`src/rtl/cnn_pkg.sv`:
```
// Shared CNN datapath types: Q5.10 fixed-point sample and collector FSM states.
package cnn_pkg;

  typedef logic signed [15:0] fixed_t;

  localparam int FRAC_BITS = 10;

  typedef enum logic [1:0] {
    FILL = 2'd0,
    FULL = 2'd1
  } collect_state_t;

endpackage

```
`src/rtl/pool_map_index_counter.sv`:
```
// Write-index counter for the pooled map; flags the beat that completes the frame.
module pool_map_index_counter #(
  parameter int DEPTH = 4,
  parameter int CW    = $clog2(DEPTH + 1)
) (
  input  logic          clk,
  input  logic          reset,
  input  logic          clr,
  input  logic          inc,
  output logic [CW-1:0] count,
  output logic          last
);

  logic [CW-1:0] r_count;

  // clr wins over inc so a restart never leaves a stale index behind
  always_ff @(posedge clk) begin
    if (reset || clr) begin
      r_count <= '0;
    end else if (inc) begin
      r_count <= r_count + CW'(1);
    end
  end

  assign count = r_count;
  assign last  = inc && (r_count == CW'(DEPTH - 1));

endmodule

```
`src/rtl/pool_map_collector.sv`:
```
// Collects the serial max-pool output into an MxM register map and hands it
// to the next layer with a valid/ack handshake, holding it stable until acked.
module pool_map_collector
  import cnn_pkg::*;
#(
  parameter  int N     = 4,
  localparam int M     = N / 2,
  localparam int DEPTH = M * M,
  localparam int CW    = $clog2(DEPTH + 1)
) (
  input  logic                clk,
  input  logic                reset,
  input  logic                start,
  input  logic                in_valid,
  input  logic signed [15:0]  in_data,
  output logic                in_ready,
  output logic signed [15:0]  map [0:DEPTH-1],
  output logic                map_valid,
  input  logic                map_ack,
  output logic [CW-1:0]       count,
  output logic                overflow
);

  collect_state_t r_state;
  fixed_t         r_map [0:DEPTH-1];
  logic           r_overflow;

  logic           w_accept;
  logic           w_clr;
  logic           w_last;
  logic           w_dropped;
  logic [CW-1:0]  w_count;

  // start outranks everything: a beat alongside it is neither stored nor counted as dropped
  assign w_accept  = in_valid && (r_state == FILL) && !start;
  assign w_dropped = in_valid && (r_state == FULL) && !start;
  assign w_clr     = start || ((r_state == FULL) && map_ack);

  pool_map_index_counter #(
    .DEPTH (DEPTH),
    .CW    (CW)
  ) u_index (
    .clk   (clk),
    .reset (reset),
    .clr   (w_clr),
    .inc   (w_accept),
    .count (w_count),
    .last  (w_last)
  );

  always_ff @(posedge clk) begin
    if (reset) begin
      r_state    <= FILL;
      r_overflow <= 1'b0;
      for (int i = 0; i < DEPTH; i++) begin
        r_map[i] <= '0;
      end
    end else begin
      if (start) begin
        r_state <= FILL;
      end else if ((r_state == FULL) && map_ack) begin
        r_state <= FILL;
      end else if (w_last) begin
        r_state <= FULL;
      end

      if (w_dropped) begin
        r_overflow <= 1'b1;
      end

      // map is only ever overwritten, never cleared, outside reset
      for (int i = 0; i < DEPTH; i++) begin
        if (w_accept && (w_count == CW'(i))) begin
          r_map[i] <= in_data;
        end
      end
    end
  end

  assign in_ready  = (r_state == FILL);
  assign map_valid = (r_state == FULL);
  assign map       = r_map;
  assign count     = w_count;
  assign overflow  = r_overflow;

endmodule
```
`config.mk`:
```
export PLATFORM = sky130hd
export DESIGN_NAME = pool_map_collector
export DESIGN_NICKNAME = d
export VERILOG_FILES = /design/src/rtl/cnn_pkg.sv /design/src/rtl/pool_map_index_counter.sv /design/src/rtl/pool_map_collector.sv
export SDC_FILE = /design/constraint.sdc
export NUM_CORES = 1
export LEC_CHECK = 0
export ABC_AREA = 1
export BUFFER_PORTS_ARGS = -buffer_cell sky130_fd_sc_hd__buf_2
export CORE_ASPECT_RATIO = 0.9
export CORE_MARGIN = 2
export CORE_UTILIZATION = 25
export CTS_CLUSTER_DIAMETER = 60
export CTS_CLUSTER_SIZE = 16
export DETAILED_ROUTE_END_ITERATION = 8
export HOLD_SLACK_MARGIN = 0.03
export PLACE_DENSITY = 0.41
export SYNTH_ARGS = -nofsm -noshare
export SYNTH_HDL_FRONTEND = slang
export SYNTH_SLANG_ARGS = --single-unit
```
`constraint.sdc`:
```
create_clock -name clk -period 4.3 [get_ports clk]
set_input_delay 0.43 -clock clk [delete_from_list [all_inputs] [get_ports clk]]
set_output_delay 0.43 -clock clk [all_outputs]
set_load 0.05 [all_outputs]
```
---- Yosys cells after proc, flatten, opt, wreduce, memory -nomap -nowiden ----
Index checks and enable logic that the tools add are counted.
cells by class
  equal/unequal tests ..................... 3
  reduce and logical (&&, ||, !) cells .... 15
  add/subtract/negate cells ............... 1
operators by type and width
  cell                                            number
  logical AND 1 bit                               9
  == test 3 x 2 -> 1 bit (second input constant)  2
  adder 3 x 1 -> 3 bit (second input constant)    1
  == test 3 x 1 -> 1 bit (second input constant)  1
  logical NOT 3 bit                               1
  OR reduction 3 bit                              1
  logical NOT 2 bit                               1
  logical OR 1 bit                                2
  logical NOT 1 bit                               1
word-level totals
  bits in registers ....................... 69
  output and inout bits ................... 70
  input port bits ......................... 21

---- Longest topological paths before layout ----
Gate-level depths: netlist of run 1.
  depth in word-level cells ............... 4
  mapped depth ............................ 8
  gate-level depth less buffers ........... 7

---- Hierarchy ----
Synthesis of run 1 repeated with hierarchy kept, for this count alone.
second synthesis, totals
  cell total of the unflattened synthesis .. 409
  area total of the unflattened synthesis .. 2862.7 µm²
modules (own cells, without submodules)
  module                  area each (µm²)  cells an instance  times used
  pool_map_collector      2713.9           387                1
  pool_map_index_counter  148.9            22                 1

---- Worst setup path before layout of run 1 ----
Ideal clock, no wire load.
  path type ............................... register to register
  start ................................... register u_index.r_count[1] (netlist: u_index.count[1])
  end ..................................... register r_map (netlist bit map[10])
  stages on the path, launching flop included .. 9
  buffers on the path ..................... 2
  path slack .............................. 2.508 ns
  arrival time ............................ 1.728 ns
  cell sequence ........................... dfxtp_1 ha_1 ha_1 buf_2 inv_1 nor2_4 buf_4 nor2_1 nor2_1
on the way
  longest elaborated chain between the ends .. 2
RTL lines
  item                            line                          source
  start: declaration              pool_map_index_counter.sv:14  logic [CW-1:0] r_count;
  start signal: assignment        pool_map_index_counter.sv:21  r_count <= r_count + CW'(1);
  == test 3 x 2 -> 1 bit          pool_map_collector.sv:73      if (w_accept && (w_count == CW'(i))) begin
  logical AND 1 bit               pool_map_collector.sv:73
  end signal: indexed assignment  pool_map_collector.sv:74      r_map[i] <= in_data;
  end: declaration                pool_map_collector.sv:25      fixed_t r_map [0:DEPTH-1];
No other way between the ends.
A chain may end at the register's enable or synchronous reset.

---- Worst setup path in the final report of run 1 ----
  start ................................... register u_index.r_count[1] (netlist: u_index.count[1])
  end ..................................... register r_map (netlist bit map[15])
Same word-level chain as after synthesis.

==> results of run 1 <==
logic make-up after synthesis:
logic type / synth area share
AO/OA/AOI/OAI: 0.00833
AND/OR/NAND/NOR: 0.408
flip-flops: 0.484
adder cells (fa/ha/maj): 0.0219
buffers and inverters: 0.0784
power groups by stage:
stage	sequential (mW)	combinational, mW	clock [mW]
floorplan	0.722	0.0702	0
global placement	0.676	0.162	0
detailed placement	0.676	0.163	0
CTS	0.662	0.163	0.831
global route	0.663	0.178	0.854
finish	0.661	0.161	0.809
layout make-up:
type / count / area, um2 / area share
multi-input cells: 285 / 1260 / 0.338
inverters: 28 / 105 / 0.0282
well taps: 156 / 195 / 0.0524
flip-flops and latches: 69 / 1380 / 0.371
clock buffers: 10 / 239 / 0.0642
clock inverters: 6 / 86.3 / 0.0232
repair buffers: 91 / 458 / 0.123
cells in the final DEF, fill, tap and decap left out, drive strengths merged:
master    Yosys  layout
a21oi         2       2
a31oi         1       1
and3          1       1
buf          23      91
bufinv        0       2
clkbuf        0      10
clkinv        0       3
clkinvlp      0       1
dfxtp        69      69
ha            5       5
inv          28      28
nand2        75      75
nand3        66      66
nor2        134     134
o21bai        1       1
worst min path at each step:
| stage | start | end | slack, ps |
|---|---|---|---|
| floorplan | reset | overflow$_SDFFE_PP0P_ | 500 |
| global placement | overflow$_SDFFE_PP0P_ | overflow$_SDFFE_PP0P_ | 460 |
| detailed placement | overflow$_SDFFE_PP0P_ | overflow$_SDFFE_PP0P_ | 460 |
| CTS | reset | overflow$_SDFFE_PP0P_ | 270 |
| global route | reset | overflow$_SDFFE_PP0P_ | 280 |
| finish | reset | overflow$_SDFFE_PP0P_ | 280 |
per-stage QoR:
stage                     setup WS, ps  instances   util  hold WS [ps]
after floorplan                   2510        405      -           502
after global placement            2390        629  0.301           463
after CTS                         2340        645  0.330           266
final                             2370        645  0.330           278
after global routing              2170        645  0.330           277
after detailed placement          2340        629  0.301           465
routing by layer:
layer | global-route usage | up-vias | wire length (um)
li1 | - | 1407 | -
met1 | 0.211 | 1207 | 4320
met2 | 0.221 | 87 | 3730
met3 | 0.0437 | 13 | 586
met5 | 0 | - | 0
met4 | 0.0580 | 0 | 153
registers in the layout, summed over array words and instances (netlist names):
name           flops
u_index.count      3
overflow           1
r_state            1
map               64
==> metrics, run 1 <==
root buffer cell clkbuf_16; fraction of registers with async set/reset 0; CP Launch Type register; clk_lat worst skew roughly 340 ps; Most used DFF post-synth dfxtp_1; Pwr Total 1.63 mW; Post-Place Cell Area 3400 um2; Port Buffers 90; #FFs+latches synth 69; leading area contributor after synthesis dfxtp_1; Vias 2714; top cells by count, synth nor2_1 (130), nand2_1 (75), dfxtp_1 (69); Tmin final between 1500 and 2000 ps; gr usage total 0.152; CP cell instances ha_1 -> ha_1 -> inv_1 -> nor2_4 -> nor2_1 -> nor2_1; Fill cells 1300; Post-CTS Hold Buffers 0; CP Max Fanout 17; share of cells above drive strength 1 0.237; Layout Nets 510; initial antenna violation count 0; Final Setup Violations 0; WP data arrival 2190 ps; synth warn 0; terminus of the critical flop-to-flop path map[15]$_SDFFE_PP0P_; Die Ht 105 um; post-route ant nets 0; Mapped Avg Cell Area 7.05 um2; Post-CTS Resized 0; H-Tree Depth 3; drt first pass iters 4; most area-consuming cells after synthesis dfxtp_1 (48%), nor2_1 (17%), nand3_1 (11%), nand2_1 (9.9%), inv_1 (3.4%); Rows 37; crit path from u_index.count[1]$_SDFFE_PP0P_; DRC 0; first-pass GRT wire length 14.0 mm; WS Path Type reg2reg; Setup Buffers After CTS 0; Post-Syn Nets approximately 430; Design Area, Final 3720 um2; ANT cells 0; max_slew headroom 0.301; unrepaired setup endpoints after global routing no; clock network power share 0.496; top cell family by delay on the critical path adder cells; CTS tree done; GRT overflow 0; post-synthesis instance area 2860 um2; Mapped Cells 405; count of cell types in the netlist 16; Stages on worst setup path 6; Max VDD drop about 0.00018 V; Post-synth EDFFs 0; sw frac 0.256; Hold Path Depth 2; Initial DRC Count 110; max-cap violations 0; clock transition at the registers of the reported paths roughly 60 ps; Synth top area share 0.484; Final Hold Viols 0; IO Pins about 90; pwr dens roughly 440 nW/um2; reg2reg start u_index.count[1]$_SDFFE_PP0P_; top-count cell post-synth nor2_1; Worst Hold Class in2reg; Logic pwr share 0.099; via count of the first global-routing pass 2691; DP HPWL 6.17 mm; CP Capture Point map[15]$_SDFFE_PP0P_; total CTS buffers 9; TNS Setup 0 ps; largest net degree at the start of global routing 68; vias per cell 4.21; drt total wl about 8.8 mm; net switching power 418 uW; sequential share of the synthesized area 0.484; Layout area overhead 30.4%; internal power 1.21 mW; Worst EP required 4570 ps; crit path capture type register; die area 12300 um2; leakage 1.84 nW; R2R Setup Slk 2370 ps; Clock Sinks 69; Max stage delay cell, worst path ha_1; Max Clock Freq 0.519 GHz; R2R cell count 6; Initial Util 0.253; Die W between 100 and 150 um; clock skew 6.09 ps; max incr delay on CP 510 ps; status completed; worst path bufs/invs 1; routed len/inst about 14 um; maximum buffer depth of the clock tree 2; placer congestion estimate 0.734; worst slew pin tran 1050 ps; Core ar. around 11000 um2; Flop pwr share 0.405; crit share post-route 0.448; max-slew violations 0
Power figures use the tool's default switching activity.
==> inputs of run 2 (changes only) <==
==> constraint.sdc (replaced) <==
create_clock -name clk -period 2 [get_ports clk]
set_input_delay 0.2 -clock clk [delete_from_list [all_inputs] [get_ports clk]]
set_output_delay 0.2 -clock clk [all_outputs]
set_load 0.05 [all_outputs]
==> run 2 against run 1 <==
  * Routed wire length increased by 0.19%
  * Sequential share of layout area decreased by 0.55 points
  * Critical path depth increased by 1
  * Utilization increased by 0.50 points
  * Clock-buffer cell count increased by 2
  * Via count increased by 1.2%
  * Die area unchanged
  * Non-clock buffer count increased by 2
  * Register-to-register slack got worse by 1900 ps
  * Critical path type unchanged
  * Largest cell class unchanged
  * Largest power group unchanged
==> metrics, run 2 (synthesized netlist as in run 1, its figures left out) <==
Rows 37; CP Max Fanout 16; Max VDD drop roughly 0.00034 V; CP cell instances inv_1 -> ha_1 -> nand2_1 -> inv_1 -> nand3_1 -> nand2_1 -> nor2_1; ANT cells 0; Post-CTS Hold Buffers 0; DRC 0; placer congestion estimate between 0.6 and 0.7; max incr delay on CP between 400 and 500 ps; root buffer cell clkbuf_16; clock transition at the registers of the reported paths 60 ps; Layout area overhead 32.3%; Die Ht 105 um; die area 12300 um2; drt first pass iters 5; Max Clock Freq 0.653 GHz; Tmin final 1530 ps; crit share post-route 0.765; commonest non-fill, non-tap cells in the layout nor2_1 (129), buf_2 (90), nand2_1 (75); CP Launch Type register; share of cells above drive strength 1 0.236; via count of the first global-routing pass 2596; maximum buffer depth of the clock tree 2; clk_lat worst skew 320 ps; max-cap violations 0; Worst EP required about 2200 ps; IO Pins between 90 and 100; final cell count without fillers approximately 650; first-pass GRT wire length 13.9 mm; Final Hold Viols 0; worst slew pin tran 541 ps; Port Buffers 90; CTS tree done; post-route ant nets 0; routed len/inst about 14 um; Layout Nets roughly 510; largest net degree at the start of global routing 68; Setup Buffers After CTS 0; Post-CTS Resized 0; Vias 2746; most common cell after layout, fill and taps aside nor2_1; Hold WS roughly 52 ps; Worst Hold Class in2reg; total CTS buffers 9; initial antenna violation count 0; Post-Place Cell Area 3440 um2; unrepaired setup endpoints after global routing no; status completed; max-slew violations 0; Post-Place Cells 631; Max stage delay cell, worst path inv_1; WS Path Type reg2reg; final core occ 0.335; max reg flops 64; Design Area, Final 3780 um2; Final Setup Violations 0; leakage 1.87 nW; WP data arrival 1750 ps; DP HPWL 6.02 mm; H-Tree Depth 3; pwr dens 954 nW/um2; Core ar. approximately 11000 um2; clock skew 6.47 ps; vias per cell 4.24; crit path capture type register; Initial Util 0.253; Clock Sinks 69; GRT overflow 0; Initial DRC Count 196; TNS Setup 0 ps; Die W 117 um; gr usage total 0.149; max_slew headroom 0.639; drt total wl 8.81 mm
run 2: changes by cell type in the layout (fill, tap and decap cells not counted):
| cell | change |
|---|---|
| clkinv_4 | -1 |
| bufinv_16 | +1 |
| clkinv_2 | -1 |
| clkinvlp_4 | -1 |
| clkbuf_1 | +2 |
| buf_12 | +2 |
run 2: per-stage QoR:
step                power, mW  setup WS [ps]
finish                   3.61            469
global route             3.75            296
CTS                      3.66            487
detailed placement       1.81            504
global placement         1.81            547
floorplan                1.70            208
run 2: critical path: cells and delay by family, from the launching register on:
kind          cells  cell delay [ps]
flops             1              350
fa+ha+maj         1              150
simple gates      4              370
buf+inv           2              550
run 2: path summary, 6_finish.rpt:
kind                                       from                    end  slack (ps)  depth (start not counted)
hold reg to reg            map[27]$_SDFFE_PP0P_   map[27]$_SDFFE_PP0P_         480                          2
hold / removal                            reset  overflow$_SDFFE_PP0P_          50                          2
setup reg to reg  u_index.count[0]$_SDFFE_PP0P_   map[61]$_SDFFE_PP0P_         470                          7
setup / recovery  u_index.count[0]$_SDFFE_PP0P_   map[61]$_SDFFE_PP0P_         470                          7
run 2: final cells by class:
type                       instances  area, um2
clock buffer                      12        246
clock inverter                     4       95.1
fill                            1290       7520
inverter                          28        105
multi-input combinational        285       1260
sequential                        69       1380
tap                              156        195
timing repair buffer              93        498
run 2: layer usage:
metal	vias up	wire length [um]	track usage
li1	1415	-	-
met1	1235	4390	0.217
met2	89	3800	0.215
met3	7	542	0.0489
met4	0	73	0.0303
met5	-	0	0
run 2: where the power goes:
group / switching (mW) / total [mW] / leakage, nW / internal (mW)
Clock: 0.579 / 1.83 / 0.167 / 1.25
Sequential: 0.0185 / 1.42 / 0.559 / 1.41
Combinational: 0.265 / 0.353 / 1.14 / 0.0884
Total: 0.862 / 3.61 / 1.87 / 2.74
